<file path="src/rtl/alu_pkg.sv">
// Shared types and helpers for the add/subtract unit: operation codes, handshake states,
// and the signed saturation bound generator.
package alu_pkg;

  typedef enum logic [1:0] {
    OP_ADD = 2'd0,
    OP_SUB = 2'd1,
    OP_ACC = 2'd2,
    OP_LDA = 2'd3
  } op_e;

  typedef enum logic {
    ST_EMPTY = 1'b0,
    ST_FULL  = 1'b1
  } state_e;

  localparam int unsigned SAT_MAX_W = 64;

  // Most negative value when sign=1, most positive when sign=0, for a width-bit word.
  function automatic logic [SAT_MAX_W-1:0] sat_value(input logic sign, input int unsigned width);
    logic [SAT_MAX_W-1:0] msb;
    msb = SAT_MAX_W'(1) << (width - 1);
    return sign ? msb : (msb - SAT_MAX_W'(1));
  endfunction

endpackage

</file>
<file path="src/rtl/addsub_core.sv">
// Combinational WIDTH-bit adder; inv=1 turns it into a two's complement subtractor.
// cout is the raw carry (NOT borrow when subtracting); ovf is signed overflow.
module addsub_core #(
  parameter int unsigned WIDTH = 8
) (
  input  logic [WIDTH-1:0] a,
  input  logic [WIDTH-1:0] b,
  input  logic             inv,
  output logic [WIDTH-1:0] sum,
  output logic             cout,
  output logic             ovf
);

  logic [WIDTH-1:0] b_x;
  logic [WIDTH:0]   full;

  assign b_x  = b ^ {WIDTH{inv}};
  assign full = {1'b0, a} + {1'b0, b_x} + {{WIDTH{1'b0}}, inv};
  assign sum  = full[WIDTH-1:0];
  assign cout = full[WIDTH];
  assign ovf  = (a[WIDTH-1] == b_x[WIDTH-1]) && (full[WIDTH-1] != a[WIDTH-1]);

endmodule

</file>
<file path="src/rtl/addsub_unit.sv">
// Registered add/sub/accumulate unit, 1-cycle latency, single output register with valid/ready;
// in_ready_o drops only while a result is held and not being taken.
module addsub_unit
  import alu_pkg::*;
#(
  parameter int unsigned WIDTH    = 8,
  parameter bit          SATURATE = 1'b0
) (
  input  logic             clk_i,
  input  logic             rst_ni,
  input  logic             in_valid_i,
  output logic             in_ready_o,
  input  op_e              op_i,
  input  logic [WIDTH-1:0] a_i,
  input  logic [WIDTH-1:0] b_i,
  output logic             out_valid_o,
  input  logic             out_ready_i,
  output logic [WIDTH-1:0] result_o,
  output logic             carry_o,
  output logic             ovf_o,
  output logic             zero_o,
  output logic [WIDTH-1:0] acc_o
);

  state_e           state_q, state_d;
  logic [WIDTH-1:0] result_q, acc_q;
  logic             carry_q, ovf_q;

  logic [WIDTH-1:0] core_a, core_b, core_sum, sat_val;
  logic             core_inv, core_cout, core_ovf;
  logic [WIDTH-1:0] res_d;
  logic             carry_d, ovf_d;
  logic             accept, consume;

  assign out_valid_o = (state_q == ST_FULL);
  assign in_ready_o  = !out_valid_o || out_ready_i;
  assign accept      = in_valid_i && in_ready_o;
  assign consume     = out_valid_o && out_ready_i;

  // OP_ACC reuses the single adder with the accumulator on the A side.
  always_comb begin
    core_a   = a_i;
    core_b   = b_i;
    core_inv = 1'b0;
    case (op_i)
      OP_SUB:  core_inv = 1'b1;
      OP_ACC: begin
        core_a = acc_q;
        core_b = a_i;
      end
      default: ;
    endcase
  end

  addsub_core #(.WIDTH(WIDTH)) u_core (
    .a    (core_a),
    .b    (core_b),
    .inv  (core_inv),
    .sum  (core_sum),
    .cout (core_cout),
    .ovf  (core_ovf)
  );

  // On overflow the true result has the sign of operand A.
  assign sat_val = WIDTH'(sat_value(core_a[WIDTH-1], WIDTH));

  always_comb begin
    res_d   = core_sum;
    carry_d = core_cout;
    ovf_d   = core_ovf;
    if (op_i == OP_LDA) begin
      res_d   = a_i;
      carry_d = 1'b0;
      ovf_d   = 1'b0;
    end else if (SATURATE && core_ovf) begin
      res_d = sat_val;
    end
  end

  always_comb begin
    state_d = state_q;
    case (state_q)
      ST_EMPTY: if (accept) state_d = ST_FULL;
      ST_FULL:  if (consume && !accept) state_d = ST_EMPTY;
      default:  state_d = ST_EMPTY;
    endcase
  end

  always_ff @(posedge clk_i) begin
    if (!rst_ni) begin
      state_q  <= ST_EMPTY;
      result_q <= '0;
      carry_q  <= 1'b0;
      ovf_q    <= 1'b0;
      acc_q    <= '0;
    end else begin
      state_q <= state_d;
      if (accept) begin
        result_q <= res_d;
        carry_q  <= carry_d;
        ovf_q    <= ovf_d;
        if (op_i == OP_ACC || op_i == OP_LDA) acc_q <= res_d;
      end
    end
  end

  assign result_o = result_q;
  assign carry_o  = carry_q;
  assign ovf_o    = ovf_q;
  assign zero_o   = (result_q == '0);
  assign acc_o    = acc_q;

endmodule

</file>
<file path="config.mk">
export PLATFORM = sky130hd
export DESIGN_NAME = addsub_unit
export DESIGN_NICKNAME = d
export VERILOG_FILES = /design/src/rtl/alu_pkg.sv /design/src/rtl/addsub_core.sv /design/src/rtl/addsub_unit.sv
export SDC_FILE = /design/constraint.sdc
export NUM_CORES = 1
export LEC_CHECK = 0
export ABC_AREA = 0
export CAP_MARGIN = 20
export CORE_UTILIZATION = 23
export CTS_CLUSTER_DIAMETER = 80
export DETAILED_ROUTE_END_ITERATION = 6
export GPL_TIMING_DRIVEN = 0
export PLACE_DENSITY = 0.43
export SLEW_MARGIN = 20
export SYNTH_ARGS = -nofsm -noshare
export SYNTH_HDL_FRONTEND = slang
export SYNTH_HIERARCHICAL = 1
export SYNTH_SLANG_ARGS = --single-unit
</file>
<file path="constraint.sdc">
create_clock -name clk_i -period 4.05 [get_ports clk_i]
set_input_delay 0.81 -clock clk_i [delete_from_list [all_inputs] [get_ports clk_i]]
set_output_delay 0.81 -clock clk_i [all_outputs]
set_load 0.005 [all_outputs]
</file>
Word-level counts from Yosys, hierarchy flattened
Cells that the tools add are included.
{"block": "word_totals", "reg_bits": 19, "inputBits": 22, "out_inout_bits": 21, "elab_cells": 33}
{"block": "op_classes", "add_sub_neg": 2, "eq_ne": 5, "n_mux": 9, "n_bitwise": 2, "n_reduce_logical": 10}
{"cell": "$mux 8", "n": 3}
{"cell": "$add 8x8->9", "n": 1}
{"cell": "$add 9x1->9", "n": 1}
{"cell": "$logic_not 8->1", "n": 1}
{"cell": "$xor 8x8->8", "n": 1}
{"cell": "$mux 1", "n": 5}
{"cell": "$eq 2x2->1 const B", "n": 2}
{"cell": "$logic_and 1x1->1", "n": 4}
{"cell": "$eq 2x1->1 const B", "n": 1}
{"cell": "$logic_not 1->1", "n": 2}
{"cell": "$logic_or 1x1->1", "n": 2}
{"cell": "$pmux 1 s2", "n": 1}
{"cell": "$reduce_and 2->1", "n": 1}
{"cell": "$eq 1x1->1", "n": 1}
{"cell": "$ne 1x1->1", "n": 1}
{"cell": "$not 1->1", "n": 1}

Depth between registers and ports, before layout
{"block": "logic_depth", "depth_word": 8, "mapped_depth": 13, "mapped_depth_nobuf": 11}

Hierarchy
Netlist, hierarchy kept.
{"module": "addsub_unit", "instances": 1, "cells_per_inst": 103, "area_each_um2": 1068.5, "seq_area_each_um2": 380.4}
{"module": "addsub_core", "instances": 1, "cells_per_inst": 60, "area_each_um2": 470.5, "seq_area_each_um2": 0.0}

Least setup slack after synthesis
OpenSTA, ideal clock, no wires.
{"block": "synth_timing", "path_type": "in2reg", "start": "in op_i[0]", "end": "reg ovf_q, in the netlist ovf_o", "setup_time_ns": 0.115, "arrival_ns": 3.101, "required_time_ns": 3.935, "slack_ns": 0.834, "stages": 12, "path_buffers": 2, "path_cell_list": "nand2b_1 -> buf_2 -> buf_6 -> mux2_1 -> xor2_1 -> ha_1 -> a211oi_1 -> nor4_1 -> a311oi_1 -> nand3_1 -> and4_1 -> o21a_1"}
{"block": "synth_between", "elab_chain_len": 8, "elab_cells_between_ends": 13, "cone_classes": "2 x add/sub; 5 x eq/ne; 4 x mux; 1 x bitwise; 1 x reduce/logical"}
{"element": "start: declaration", "line_no": "addsub_unit.sv:13", "text": "input op_e op_i,"}
{"element": "$eq 2x2->1", "line_no": "addsub_unit.sv:45", "text": "case (op_i)"}
{"element": "$mux 8", "line_no": "addsub_unit.sv:45"}
{"element": "named net core_b[4]", "line_no": "addsub_unit.sv:29", "text": "logic [WIDTH-1:0] core_a, core_b, core_sum, sat_val;"}
{"element": "$xor 8x8->8", "line_no": "addsub_core.sv:17", "text": "assign b_x = b ^ {WIDTH{inv}};"}
{"element": "$add 8x8->9", "line_no": "addsub_core.sv:18", "text": "assign full = {1'b0, a} + {1'b0, b_x} + {{WIDTH{1'b0}}, inv};"}
{"element": "$add 9x1->9", "line_no": "addsub_core.sv:18"}
{"element": "$ne 1x1->1", "line_no": "addsub_core.sv:21", "text": "assign ovf = (a[WIDTH-1] == b_x[WIDTH-1]) && (full[WIDTH-1] != a[WIDTH-1]);"}
{"element": "$logic_and 1x1->1", "line_no": "addsub_core.sv:21"}
{"element": "named net core_ovf", "line_no": "addsub_unit.sv:30", "text": "logic core_inv, core_cout, core_ovf;"}
{"element": "$mux 1", "line_no": "addsub_unit.sv:71", "text": "if (op_i == OP_LDA) begin"}
{"element": "end signal: assignment", "line_no": "addsub_unit.sv:101", "text": "ovf_q <= ovf_d;"}
{"element": "end: declaration", "line_no": "addsub_unit.sv:27", "text": "logic carry_q, ovf_q;"}
The timed path passes the listed nets, and every way through them passes these cells.
A chain may end at the register's enable or synchronous reset.

Final worst setup path
{"block": "layout_timing", "start": "in op_i[0]", "end": "reg result_q[6], in the netlist result_o[6]"}
{"block": "layout_between", "elab_chain_len": 6, "elab_cells_between_ends": 10, "cone_classes": "2 x add/sub; 3 x eq/ne; 4 x mux; 1 x bitwise"}
{"element": "$eq 2x2->1", "line_no": "addsub_unit.sv:45"}
{"element": "$mux 8", "line_no": "addsub_unit.sv:45"}
{"element": "named net core_b[0]", "line_no": "addsub_unit.sv:29"}
{"element": "$xor 8x8->8", "line_no": "addsub_core.sv:17"}
{"element": "$add 8x8->9", "line_no": "addsub_core.sv:18"}
{"element": "$add 9x1->9", "line_no": "addsub_core.sv:18"}
{"element": "named net core_sum[6]", "line_no": "addsub_unit.sv:29"}
{"element": "$mux 8", "line_no": "addsub_unit.sv:71"}
{"element": "end signal: assignment", "line_no": "addsub_unit.sv:99", "text": "result_q <= res_d;"}
{"element": "end: declaration", "line_no": "addsub_unit.sv:26", "text": "logic [WIDTH-1:0] result_q, acc_q;"}
The timed path passes the listed nets, and every way through them passes these cells.

==> out/metrics.yaml <==
hold_buffers: 0
synth_compound_area_share_pct: 27.1
synth-edff-count: 0
diodes: 0
grt_max_degree: 12
drv_cap: 0
drc: 6
pin_count: 43
grtUsageTotal_pct: 11.6
finalNetCount: 240
synth.area.top_cells: "dfxtp_1, mux2_1, a211oi_2"
antenna_found_initial: 0
yosysMostFrequentCell: "a21oi_1"
violations: "DRC"
crit_type: "input port to flop"
clockRootBuffer: "clkbuf_8"
drtIter0Drc: 38
nFillCells: 670
hp-start: "result_o[1]"
dp.final_hpwl_um: 3270
setup_viol: 0
async_reset_ff_share_pct: 0
whs_path_depth: 2
rsz0062_at_grt: "false"
yosysUniqueCellTypes: 42
crit_path_start_kind: "input port"
ant_nets: 0
port_buffers: 42
htreeDepth: 1
grt_pass1_vias: 1292
cts_tree: "done"
cp_max_fo: 10
fin_ws_ns: 0.199
synthAdderAreaFrac_pct: 6.99
die_h_um: 83.8
irDropWorstVdd_v: 0.0000978
hold_class: "flop to flop"
cts_buffer_depth: 2
clk_latency_ns: 0.26
finalCriticalPeriod_ns: 3.85
die_width_um: 83.8
finalPower_uw: 655
seq_area_um2: 380
wirelength_um: 3960
yosys.area_share.simple_pct: 10.7
grt_pass1_wl_um: 6560
r2r_cells: 9
wl_per_cell_um: 13.8
grt_overflow_total: 0
max_clock_freq_ghz: 0.260
clk_pin_slew_ns: 0.08
rows: 29
synthXorXnorAreaFrac_pct: 6.83
cp-end-kind: "flop"
slew_violations: 0
multi_input_area_um2: 1070
yosysWarningCount: 6
status: "complete, but fails checks"
hold_end: "result_o[1]"
design_area_um2: 2110
finalWeightedCongestion: 0.675
relSlewSlack_pct: 59.6
finalHoldViolCount: 0
synth_flop_cell: "dfxtp_1"
syn_avg_cell_area_um2: 9.44
cts_setup_buffers: 0
synth.top_cell.area_share_pct: 24.7
syn-instance-count: 163
ys_seq_area_share_pct: 24.7
initial_core_util_pct: 24.0
dpl-instance-area_um2: 2060
synth_top_family_by_area: "compound AO/OA/AOI/OAI gates"
cts_buffers: 3
avgViaCountPerCell: 4.70
syn_nets: 193
reg2reg_to: "result_o[6]"
core_area_um2: 6420
dr.pass1.iters: 6
num_vias: 1344
pre_cts_ws_ns: -0.102
synthMuxAreaShare_pct: 17.8
p_leak_uw: 0.000812
r2r_start: "acc_o[0]"
reg2reg_slack_ns: 1.53
crit_required_ns: 4.22
power_density_nw_per_um2: 311
cp.arrival_ns: 4.03
ys_seq_elements: 19
netlist_top_cells_count: "a21oi_1, dfxtp_1, mux2_1, a211oi_1, xor2_1"
worst_slew_pin_slew_ns: 0.606
cts_sinks: 19
synth_area_leader_cell: "dfxtp_1"
final_layout_size_suffix_gt1_share_pct: 13.4
finClkSkew_ns: 0.00583
area_growth_pct: 36.9
syn_area_um2: 1540
finalCritPeriodShare_pct: 95.1
dieArea_um2: 7020
## logic make-up (layout without fill, tap and decap cells)
kind of cell / after synthesis / in the layout
buf+inv: 15 / 61
xor+xnor: 12 / 12
fa+ha+maj: 8 / 8
flops: 19 / 19
simple gates: 28 / 28
mux: 25 / 25
compound gates: 56 / 56
## critical path: stages
cell,delay (ns)
clkdlybuf4s50_1,0.50
nand2b_1,0.10
buf_2,0.22
buf_6,0.19
mux2_1,0.38
mux2i_2,0.28
fa_1,0.27
nor2b_1,0.07
o31a_1,0.27
o31ai_1,0.32
a21boi_1,0.23
mux2i_1,0.14
a211oi_1,0.24
## worst max-delay path by stage
stage / startpoint / cells past startpoint / endpoint / slack [ns]
finish: op_i[0] / 13 / result_o[6] / 0.20
CTS: op_i[0] / 13 / result_o[7] / 0.16
floorplan: op_i[0] / 12 / ovf_o / 0.83
detailed placement: op_i[0] / 13 / ovf_o / -0.10
global placement: op_i[0] / 13 / result_o[7] / -0.1
global route: op_i[0] / 13 / result_o[6] / 0.05
## through the flow
stage / std cells / utilization, % / hold slack, ns / TNS (ns)
after floorplan: 163 / - / 0.517 / 0
after global placement: 282 / 32.0 / 0.535 / -0.457
after detailed placement: 282 / 32.0 / 0.534 / -0.466
after CTS: 286 / 32.7 / 0.544 / 0
after global routing: 286 / 32.8 / 0.571 / 0
final: 286 / 32.8 / 0.538 / 0
## where the power goes
group	leakage (uW)	switching [uW]	total (uW)	internal, uW
combinational	0.000630	148	301	153
sequential	0.000157	14.3	220	205
clock	0.0000255	65.5	134	68.4
total	0.000812	228	655	427
## sequential cells by signal, indices dropped and copies added (netlist names)
signal and count:
acc_o 8, result_o 8, carry_o 1, out_valid_o 1, ovf_o 1
## area by class of cell
cell class / count / area share [%]
Buffer: 10 / 3.38
Clock buffer: 3 / 1.96
Clock inverter: 1 / 0.238
Inverter: 5 / 0.891
Multi-Input combinational cell: 129 / 51.0
Sequential cell: 19 / 18.1
Tap cell: 77 / 4.57
Timing Repair Buffer: 42 / 20.0
## repair_timing
action,4_1_cts,5_1_grt
endpoints found under the hold margin,0,0
gates resized for setup,0,1
endpoints found under the setup margin,0,2
## cells in the final DEF (no fill, tap or decap), drive strengths merged, types with 2 or more instances in the layout
master and count:
a21boi 3, nor2b 2, nand3 2, xnor2 3, a211oi 17, clkdlybuf4s50 42
inv 5, ha 7, dfxtp 19, a21oi 20, and2 5, o21a 4
mux2i 9, mux2 16, xor2 9, and4 2, nor2 6, or4 2
clkbuf 5, nand2 3, o21ai 4, buf 8, nand2b 3
## per-layer routing
| metal | GRT usage [%] | vias to the layer above | routed length (um) |
|---|---|---|---|
| met5 | 0 | - | 0 |
| met4 | 4.23 | 0 | 28 |
| met3 | 0.890 | 2 | 123 |
| met2 | 19.2 | 31 | 1860 |
| met1 | 15.8 | 610 | 1950 |
| li1 | - | 701 | - |
Power figures use the tool's default switching activity.
==> RTL change, RTL diff (config.mk and constraints unchanged) <==
`WIDTH` is set to 8 in 2 places; all go to 6.
--- a/src/rtl/addsub_core.sv
+++ b/src/rtl/addsub_core.sv
@@ -1,7 +1,7 @@
 // Combinational WIDTH-bit adder; inv=1 turns it into a two's complement subtractor.
 // cout is the raw carry (NOT borrow when subtracting); ovf is signed overflow.
 module addsub_core #(
-  parameter int unsigned WIDTH = 8
+  parameter int unsigned WIDTH = 6
 ) (
   input  logic [WIDTH-1:0] a,
   input  logic [WIDTH-1:0] b,
--- a/src/rtl/addsub_unit.sv
+++ b/src/rtl/addsub_unit.sv
@@ -3,7 +3,7 @@
 module addsub_unit
   import alu_pkg::*;
 #(
-  parameter int unsigned WIDTH    = 8,
+  parameter int unsigned WIDTH    = 6,
   parameter bit          SATURATE = 1'b0
 ) (
   input  logic             clk_i,
Interface: changed (resized a_i, acc_o, b_i and result_o); port bits go from 43 to 35. The function was not compared with the original's and may differ.
==> RTL change against the unedited design <==
- routed wire length is 33% lower
- die area decreased by 25%
- clock power shrank 9%
- worst setup slack gained 0.14 ns
- critical endpoint is now ovf_o
- sequential cell count is 4 lower
- cell area decreased by 23%
- total power shrank 23%
- utilization grew 1.2 points
- area after synthesis shrank 25%
- sequential share of layout area up 0.49 points
==> RTL change: results (changes against the unedited design) <==
[final_layout]
finalNetCount=176  ; -27%
drive_gt1_share_pct=21.9  ; +8.5 points
nFillCells=504  ; -25%

[status]
outcome=finished clean

[pwr]
pwr-share-seq_pct=34.0  ; +0.5 points
p_clk_share_pct=24.0  ; +3.6 points
peakVddDrop_uv=80.9  ; -17%
leakage_nw=0.649  ; -20%
intPower_w=0.000350  ; -18%

[place]
routabilityCongestion=0.716  ; +6.1%
dpl.hpwl_mm=2.14  ; -34%
port_buffers=34  ; -19%
place_area_um2=1570  ; -23%

[synth]
ys_types=33  ; -21%
synth-warning-count=6  ; unchanged
synth_common_cells=a21oi_1, dfxtp_1, mux2_2
synthesis.nets=137  ; -29%
yosys-top-cells-area=dfxtp_1, mux2_2, a211oi_2
yosysSeqAreaShare_pct=26.1  ; +1.4 points

[timing]
final.setup_skew_ns=0.00102  ; -0.00481 ns
slew_headroom_pct=62.6  ; +3.0 points

[worst_hold_path]
min_to=result_o[2]
hold_depth=2  ; unchanged
worstHoldStart=result_o[2]

[setup_path]
slowest_delay_ns=0.48  ; -0.02 ns
r2r_cells=8  ; -1
r2r-start=acc_o[2]
r2r_setup_slack_ns=1.71  ; +0.18 ns
worstPathArrival_ns=3.86  ; -0.17 ns
cpMaxStageDelayCell=clkdlybuf4s50_1
worstSetupEndpoint=ovf_o

[grt]
grt_pass1_vias=898  ; -30%
track_usage_pct=10.6  ; -0.95 points
grt_pass1_wl_mm=4.37  ; -33%
grt_max_degree=11  ; -1

[cts]
clock_latency_ns=0.25
clk_pin_slew_worst_paths_ns=0.06  ; -0.02 ns

[routing]
drt_iter0_drc=19  ; -50%
vias_per_cell=4.33  ; -7.9%
firstDrtPassIters=2  ; -4
routedWlPerCell_um=12.2  ; -12%

[RTL change: cell count changes after synthesis, moves of 3 or more]
cell	unedited run	this run
a21o_1	0	3
dfxtp_1	19	15
a21oi_1	20	15
a21boi_1	3	0
a211oi_1	9	6
mux2_2	0	12
o21ai_0	3	0
mux2_1	16	0
nor2_1	6	1
[RTL change: layout make-up]
cell class                      instances  area share [%]
Multi-Input combinational cell         87            48.3
Timing Repair Buffer                   34            21.0
Sequential cell                        15            18.5
Tap cell                               67            5.18
Buffer                                  9            3.71
Clock buffer                            4            2.78
Inverter                                2           0.464
[RTL change: worst max-delay path, delay by kind of cell]
kind,cells,cell delay [ns]
fa+ha+maj,1,0.34
mux,2,0.69
compound gates,4,0.80
xor+xnor,1,0.14
buf+inv,2,0.75
simple gates,2,0.33
[RTL change: routing by layer]
metal | vias up | global-route usage, % | share of wire (%)
met4 | 0 | 5.23 | 1.9
met1 | 426 | 13.8 | 49
li1 | 489 | - | -
met3 | 5 | 1.66 | 3.5
met5 | - | 0 | 0
met2 | 24 | 17.2 | 46
[RTL change: logic make-up (layout without fill, tap and decap cells)]
family	count (synthesis)	count (layout)	share of synthesized area, %
compound gates	37	37	25.4
xor+xnor	10	10	7.62
fa+ha+maj	6	6	7.18
buf+inv	11	49	5.88
flops	15	15	26.1
mux	20	20	19.6
simple gates	14	14	8.27
[RTL change: per-stage QoR]
step                      util, %  cells  hold WS [ns]  setup slack (ns)  total power (W)
final                        34.1    218         0.538             0.337         0.000507
after global routing         34.1    218         0.568             0.148         0.000540
after CTS                    34.1    218         0.540             0.327         0.000516
after detailed placement     33.1    214         0.533            0.0601         0.000391
after global placement       33.1    214         0.532            0.0744         0.000391
after floorplan                 -    113         0.516             0.743         0.000315
